## src/rtl/request_unit.sv

```systemverilog
// request_unit: fetch/execute/memory request sequencer with sticky halt.
// Optional stall_cnt port and logic are built only when REQUEST_UNIT_STALL_CNT_EN is defined.
module request_unit (
    input  logic        CLK,
    input  logic        RST,
    input  logic        ihit,
    input  logic [31:0] imemload,
    input  logic        dhit,
    input  logic        cu_dREN,
    input  logic        cu_dWEN,
    input  logic        cu_halt,
    output logic        imemREN,
    output logic        dmemREN,
    output logic        dmemWEN,
    output logic        pc_en,
    output logic [31:0] instr,
    output logic        halt
`ifdef REQUEST_UNIT_STALL_CNT_EN
    ,
    output logic [31:0] stall_cnt
`endif
);
    typedef enum logic [1:0] {IFETCH, EXEC, DMEM, HALTED} state_t;
    state_t      state;
    logic        rd_q, wr_q;
    logic [31:0] instr_q;
    always_ff @(posedge CLK) begin
        if (RST) begin
            state   <= IFETCH;
            instr_q <= '0;
            rd_q    <= 1'b0;
            wr_q    <= 1'b0;
        end else begin
            case (state)
                IFETCH: if (ihit) begin
                    instr_q <= imemload;
                    state   <= EXEC;
                end
                EXEC: if (cu_halt) state <= HALTED;
                else if (cu_dREN || cu_dWEN) begin
                    // a simultaneous read and write request is treated as a store
                    rd_q  <= cu_dREN && !cu_dWEN;
                    wr_q  <= cu_dWEN;
                    state <= DMEM;
                end else state <= IFETCH;
                DMEM: if (dhit) begin
                    rd_q  <= 1'b0;
                    wr_q  <= 1'b0;
                    state <= IFETCH;
                end
                default: ;
            endcase
        end
    end
    // every output is forced low while reset is held
    assign imemREN = !RST && state == IFETCH;
    assign dmemREN = !RST && state == DMEM && rd_q;
    assign dmemWEN = !RST && state == DMEM && wr_q;
    assign pc_en   = !RST && ((state == EXEC && !cu_halt && !cu_dREN && !cu_dWEN) || (state == DMEM && dhit));
    assign instr   = RST ? '0 : instr_q;
    assign halt    = !RST && state == HALTED;
`ifdef REQUEST_UNIT_STALL_CNT_EN
    logic [31:0] cnt_q;
    always_ff @(posedge CLK) begin
        if (RST) cnt_q <= '0;
        else if (((state == IFETCH && !ihit) || (state == DMEM && !dhit)) && cnt_q != 32'hFFFF_FFFF)
            cnt_q <= cnt_q + 32'd1;
    end
    assign stall_cnt = RST ? '0 : cnt_q;
`endif
endmodule

```

## config.mk

```make
export PLATFORM = sky130hd
export DESIGN_NAME = request_unit
export DESIGN_NICKNAME = d
export VERILOG_FILES = /design/src/rtl/request_unit.sv
export SDC_FILE = /design/constraint.sdc
export NUM_CORES = 1
export LEC_CHECK = 0
export CELL_PAD_IN_SITES_DETAIL_PLACEMENT = 1
export CELL_PAD_IN_SITES_GLOBAL_PLACEMENT = 2
export CORE_ASPECT_RATIO = 1.2
export CORE_MARGIN = 2
export CORE_UTILIZATION = 33
export CTS_BUF_LIST = sky130_fd_sc_hd__clkbuf_4 sky130_fd_sc_hd__clkbuf_8
export CTS_CLUSTER_SIZE = 8
export DETAILED_ROUTE_END_ITERATION = 8
export DONT_BUFFER_PORTS = 1
export PLACE_DENSITY = 0.87
export SYNTH_ARGS = -nofsm -noshare
export SYNTH_HDL_FRONTEND = slang
export SYNTH_SLANG_ARGS = --single-unit
```

## constraint.sdc

```tcl
create_clock -name CLK -period 1 [get_ports CLK]
set_input_delay 0.25 -clock CLK [delete_from_list [all_inputs] [get_ports CLK]]
set_output_delay 0.25 -clock CLK [all_outputs]
set_load 0.01 [all_outputs]
```

# --- Yosys cells after proc, flatten, opt, wreduce, memory -nomap -nowiden ---
# Index checks and enable logic that the tools add are counted.
totals:
  ramBits: 0
  output_inout_bits: 37
  latchBits: 0
  memories: 0
  elab_cells: 47
  ff_bits: 36
  rom_bits: 0
  inputBits: 39
op_classes:
  bitwise: 0
  n_addsub: 0
  multipliers: 0
  reduce_logical: 23
  n_eq_ne: 7
  shifts: 0
  mux: 13
  n_lt_le_gt_ge: 0
  n_div: 0
op_table:
  columns: ["op", "n"]
  rows:
  - ["$mux W32", 1]
  - ["$logic_and A1 B1 Y1", 11]
  - ["$mux W2", 4]
  - ["$ne A2 B2 Y1 const B", 4]
  - ["$pmux W2 S3", 1]
  - ["$mux W1", 5]
  - ["$eq A2 B2 Y1 const B", 2]
  - ["$logic_not A1 Y1", 4]
  - ["$pmux W1 S2", 2]
  - ["$reduce_and A4 Y1", 1]
  - ["$reduce_and A3 Y1", 1]
  - ["$reduce_bool A3 Y1", 1]
  - ["$eq A2 B1 Y1 const B", 1]
  - ["$logic_not A2 Y1", 1]
  - ["$logic_or A1 B1 Y1", 2]
  - ["$reduce_and A2 Y1", 1]
  - ["$reduce_bool A2 Y1", 1]

# --- Depth between registers and ports, before layout ---
logic_depth:
  word_depth: 6
  mapped_depth: 5

# --- Worst setup path after synthesis ---
# No wires, ideal clock.
synth_path:
  path_kind: "register to output"
  start: "reg state[1]"
  end: "out dmemREN"
  n_path_buf: 1
  path_slack_ns: -0.200
  path_stages_with_launch: 3
  required_ns: 0.750
  t_arrival_ns: 0.950
  cell_sequence: "dfxtp_1 -> buf_2 -> nor4bb_1"
synth_between:
  elab_chain_cells: 3
synth_rtl:
  columns: ["item", "line", "source"]
  rows:
  - ["from (decl)", "24", "state_t state;"]
  - ["from (signal assigned)", "29", "state <= IFETCH;"]
  - ["from (signal assigned)", "37", "state <= EXEC;"]
  - ["from (signal assigned)", "39", "EXEC: if (cu_halt) state <= HALTED;"]
  - ["$eq A2 B2 Y1", "57", "assign dmemREN = !RST && state == DMEM && rd_q;"]
  - ["$logic_and A1 B1 Y1 (2 in series)", "57", null]
  - ["to (decl)", "13", "output logic dmemREN,"]
# Every way passes these cells.

# --- Worst setup path in the final report ---
layout_path:
  start: "reg state[1]"
  end: "out pc_en"
layout_between:
  elab_chain_cells: 6
layout_rtl:
  columns: ["item", "line", "source"]
  rows:
  - ["$eq A2 B1 Y1", "59", "assign pc_en = !RST && ((state == EXEC && !cu_halt && !cu_dREN && !cu_dWEN) || (state == DMEM && dhit));"]
  - ["$logic_and A1 B1 Y1 (3 in series)", "59", null]
  - ["$logic_or A1 B1 Y1 (*)", "59", null]
  - ["$logic_and A1 B1 Y1 (*)", "59", null]
  - ["to (decl)", "15", "output logic pc_en,"]
# Every way passes the cells marked *; elsewhere a longest branch is shown, timed or not.

==> results.ini <==
[run_status]
status = finished with violations
violations = setup timing

[power]
p_switching_mw = 0.826
pwr-share-seq = 0.460
p_sw_frac = 0.235
p_leak_nw = 0.891
internal-power_mw = 2.69
power_frac_comb = 0.187
p_clk_frac = 0.354
power_density_nw_per_um2 = 1510
ir_drop_mv = 0.658

[floorplanning]
row_count = 27
coreArea_sq_um = 4660
start_util = 0.347
dieArea_sq_um = 5480
chipHeight_um = 80.7
dieWidth_um = 67.9
boundaryPins = 76

[setup_path]
critPathMaxFanout = 3
critPathBufInv = 1
slowest_stage = dfxtp_4
cp-start-kind = flip-flop
regToRegSetupSlack_ns = -0.39
critPathRequiredTime_ns = 0.75
critPathArrivalTime_ns = 1.15
cpPeakStageDelay_ns = 0.37
crit_path_cell_trace = buf_6 > nor2_4 > nand3_2 > a21oi_2
endpoint_kind = output port
critical-path-top-delay-family = flip-flops
crit_type = flip-flop to output port

[grt]
grt_pass1_vias = 1265
grt_pass1_wl_um = 5980
grt_max_degree = 74
grt_overflow_total = 0
grtUsageTotal = 0.147
antenna_found_initial = 0

[synth]
seq_area_frac_synth = 0.445
synth-adder-area-share = 0
synth_area_per_cell_sq_um = 9.63
syn-num-nets = 207
synth_compound_area_frac = 0.0317
ys_async_sr_fraction = 0
ys_ff_latch = 36
muxShareOfSynthArea = 0.198
synth_top_family_by_area = simple AND/OR/NAND/NOR gates
synth_area_sq_um = 1620
yosys.area_share.simple = 0.253
ys_warn_count = 0
synth_edf_count = 0
synth_xor_area_frac = 0
synth-main-ff-cell = dfxtp_1
synth.distinct_cells = 24
netlist_instances = 168

[timing]
fin_crit_ns = 1.40
fmax_ghz = 0.713
maxSlewViolCount = 0
skew_ns = 0.00755
worst_slew_pin_slew_ns = 0.307
rsz0062_at_grt = true
fin_ws_ns = -0.403
setup_violations = 73
hold_viol = 0
relSlewSlack = 0.795
finalCritPeriodShare = 1.40
holdWs_ns = 0.0230

[clock_network]
clock_latency_ns = 0.28
cts-htree-levels = 2
root_buffer = clkbuf_8
numCtsBuffers = 5
cts.clk_slew.worst_paths_ns = 0.07
clockBufferDepth = 2
cts_sinks = 36
cts_tree = built
ctsHoldBuffers = 0

[layout]
syn_to_final_growth_pct = 44.2
nets = 228
final_cell_count_no_fill = 248
final_cell_mix = 33 x nor2_1, 33 x dfxtp_2, 32 x nor2b_4, 32 x mux2i_1, 19 x buf_4
antennaDiodeCount = 0
layout-drive-gt1-share = 0.611
final_core_util = 0.500

[drt]
drtIter0Drc = 36
drt-pass1-iter-count = 3
drt_wl_total_um = 4060
vias = 1222
vias_per_cell = 4.93
wl_per_cell_um = 16.4
drc = 0
ant_nets = 0

[placement]
gp_congestion = 0.745
dpl.hpwl_um = 2790
dp_cells = 221
port_buffers = 0

[hold_path]
hp-class = input port to flip-flop

[flow_run]
cap_viol_max_count = 0

[routing by layer]
metal,share of wire,global-route usage,vias up
met2,0.57,0.282,45
met3,0.063,0.0518,6
met5,0,0,-
met1,0.35,0.141,578
li1,-,-,593
met4,0.013,0.0480,0
[registers in the layout, indices dropped and copies added (netlist names)]
name     count
instr_q     32
state        2
rd_q         1
wr_q         1
[cells by family (layout without fill, tap and decap cells)]
group / Yosys count / count (layout)
AOI/OAI and AO/OA: 8 / 8
buffers and inverters: 15 / 37
DFF: 36 / 36
muxes: 32 / 32
and+or+nand+nor: 77 / 77
[through the flow]
stage	setup TNS, ns	worst slack [ns]	power, mW	cell area [sq um]
after floorplan	-4.66	-0.119	2.16	1900
after global placement	-6.52	-0.209	2.09	1870
after detailed placement	-8.05	-0.299	2.12	1870
after CTS	-14.64	-0.402	3.53	2250
after global routing	-17.49	-0.449	3.71	2330
final	-13.57	-0.403	3.51	2330
[power groups by stage]
| stage | logic, mW | registers, mW | clock network [mW] |
|---|---|---|---|
| floorplan | 0.552 | 1.61 | 0 |
| finish | 0.655 | 1.62 | 1.24 |
| CTS | 0.615 | 1.61 | 1.30 |
| global route | 0.710 | 1.62 | 1.38 |
| global placement | 0.471 | 1.62 | 0 |
| detailed placement | 0.494 | 1.63 | 0 |
[Yosys cell counts, types with 2 or more instances]
cell / n / share of area
dfxtp_1: 36 / 0.45
nor2_1: 34 / 0.079
mux2i_1: 32 / 0.20
nor2b_1: 32 / 0.12
clkbuf_1: 6 / 0.014
a21oi_1: 4 / 0.012
buf_12: 3 / 0.037
buf_2: 3 / 0.0093
nand3_1: 2 / 0.0062
nor4bb_1: 2 / 0.012
[final timing paths]
check,start,to,depth (start not counted)
worst max register to register,state[1]$_SDFFE_PP0P_,instr_q[12]$_SDFFE_PP0P_,5
worst min-delay path,RST,state[1]$_SDFFE_PP0P_,1
worst min register to register,instr_q[5]$_SDFFE_PP0P_,instr_q[5]$_SDFFE_PP0P_,2
worst max-delay path,state[1]$_SDFFE_PP0P_,pc_en,4
[repair_timing]
item / CTS / global route
buffers inserted: 12 / 8
endpoints found under the hold margin: 0 / 0
endpoints found under the setup margin: 73 / 73
pin swaps: 9 / 6
gates resized for setup: 60 / 6
gates cloned: 0 / 0
[final cells by class]
| class | count | area [sq um] |
|---|---|---|
| tap | 58 | 72.6 |
| multi-input combinational | 117 | 1120 |
| timing repair buffer | 28 | 262 |
| inverter | 1 | 3.75 |
| clock inverter | 3 | 42.5 |
| sequential | 36 | 766 |
| clock buffer | 5 | 68.8 |
| fill | 513 | 2330 |
Power figures use the tool's default switching activity.
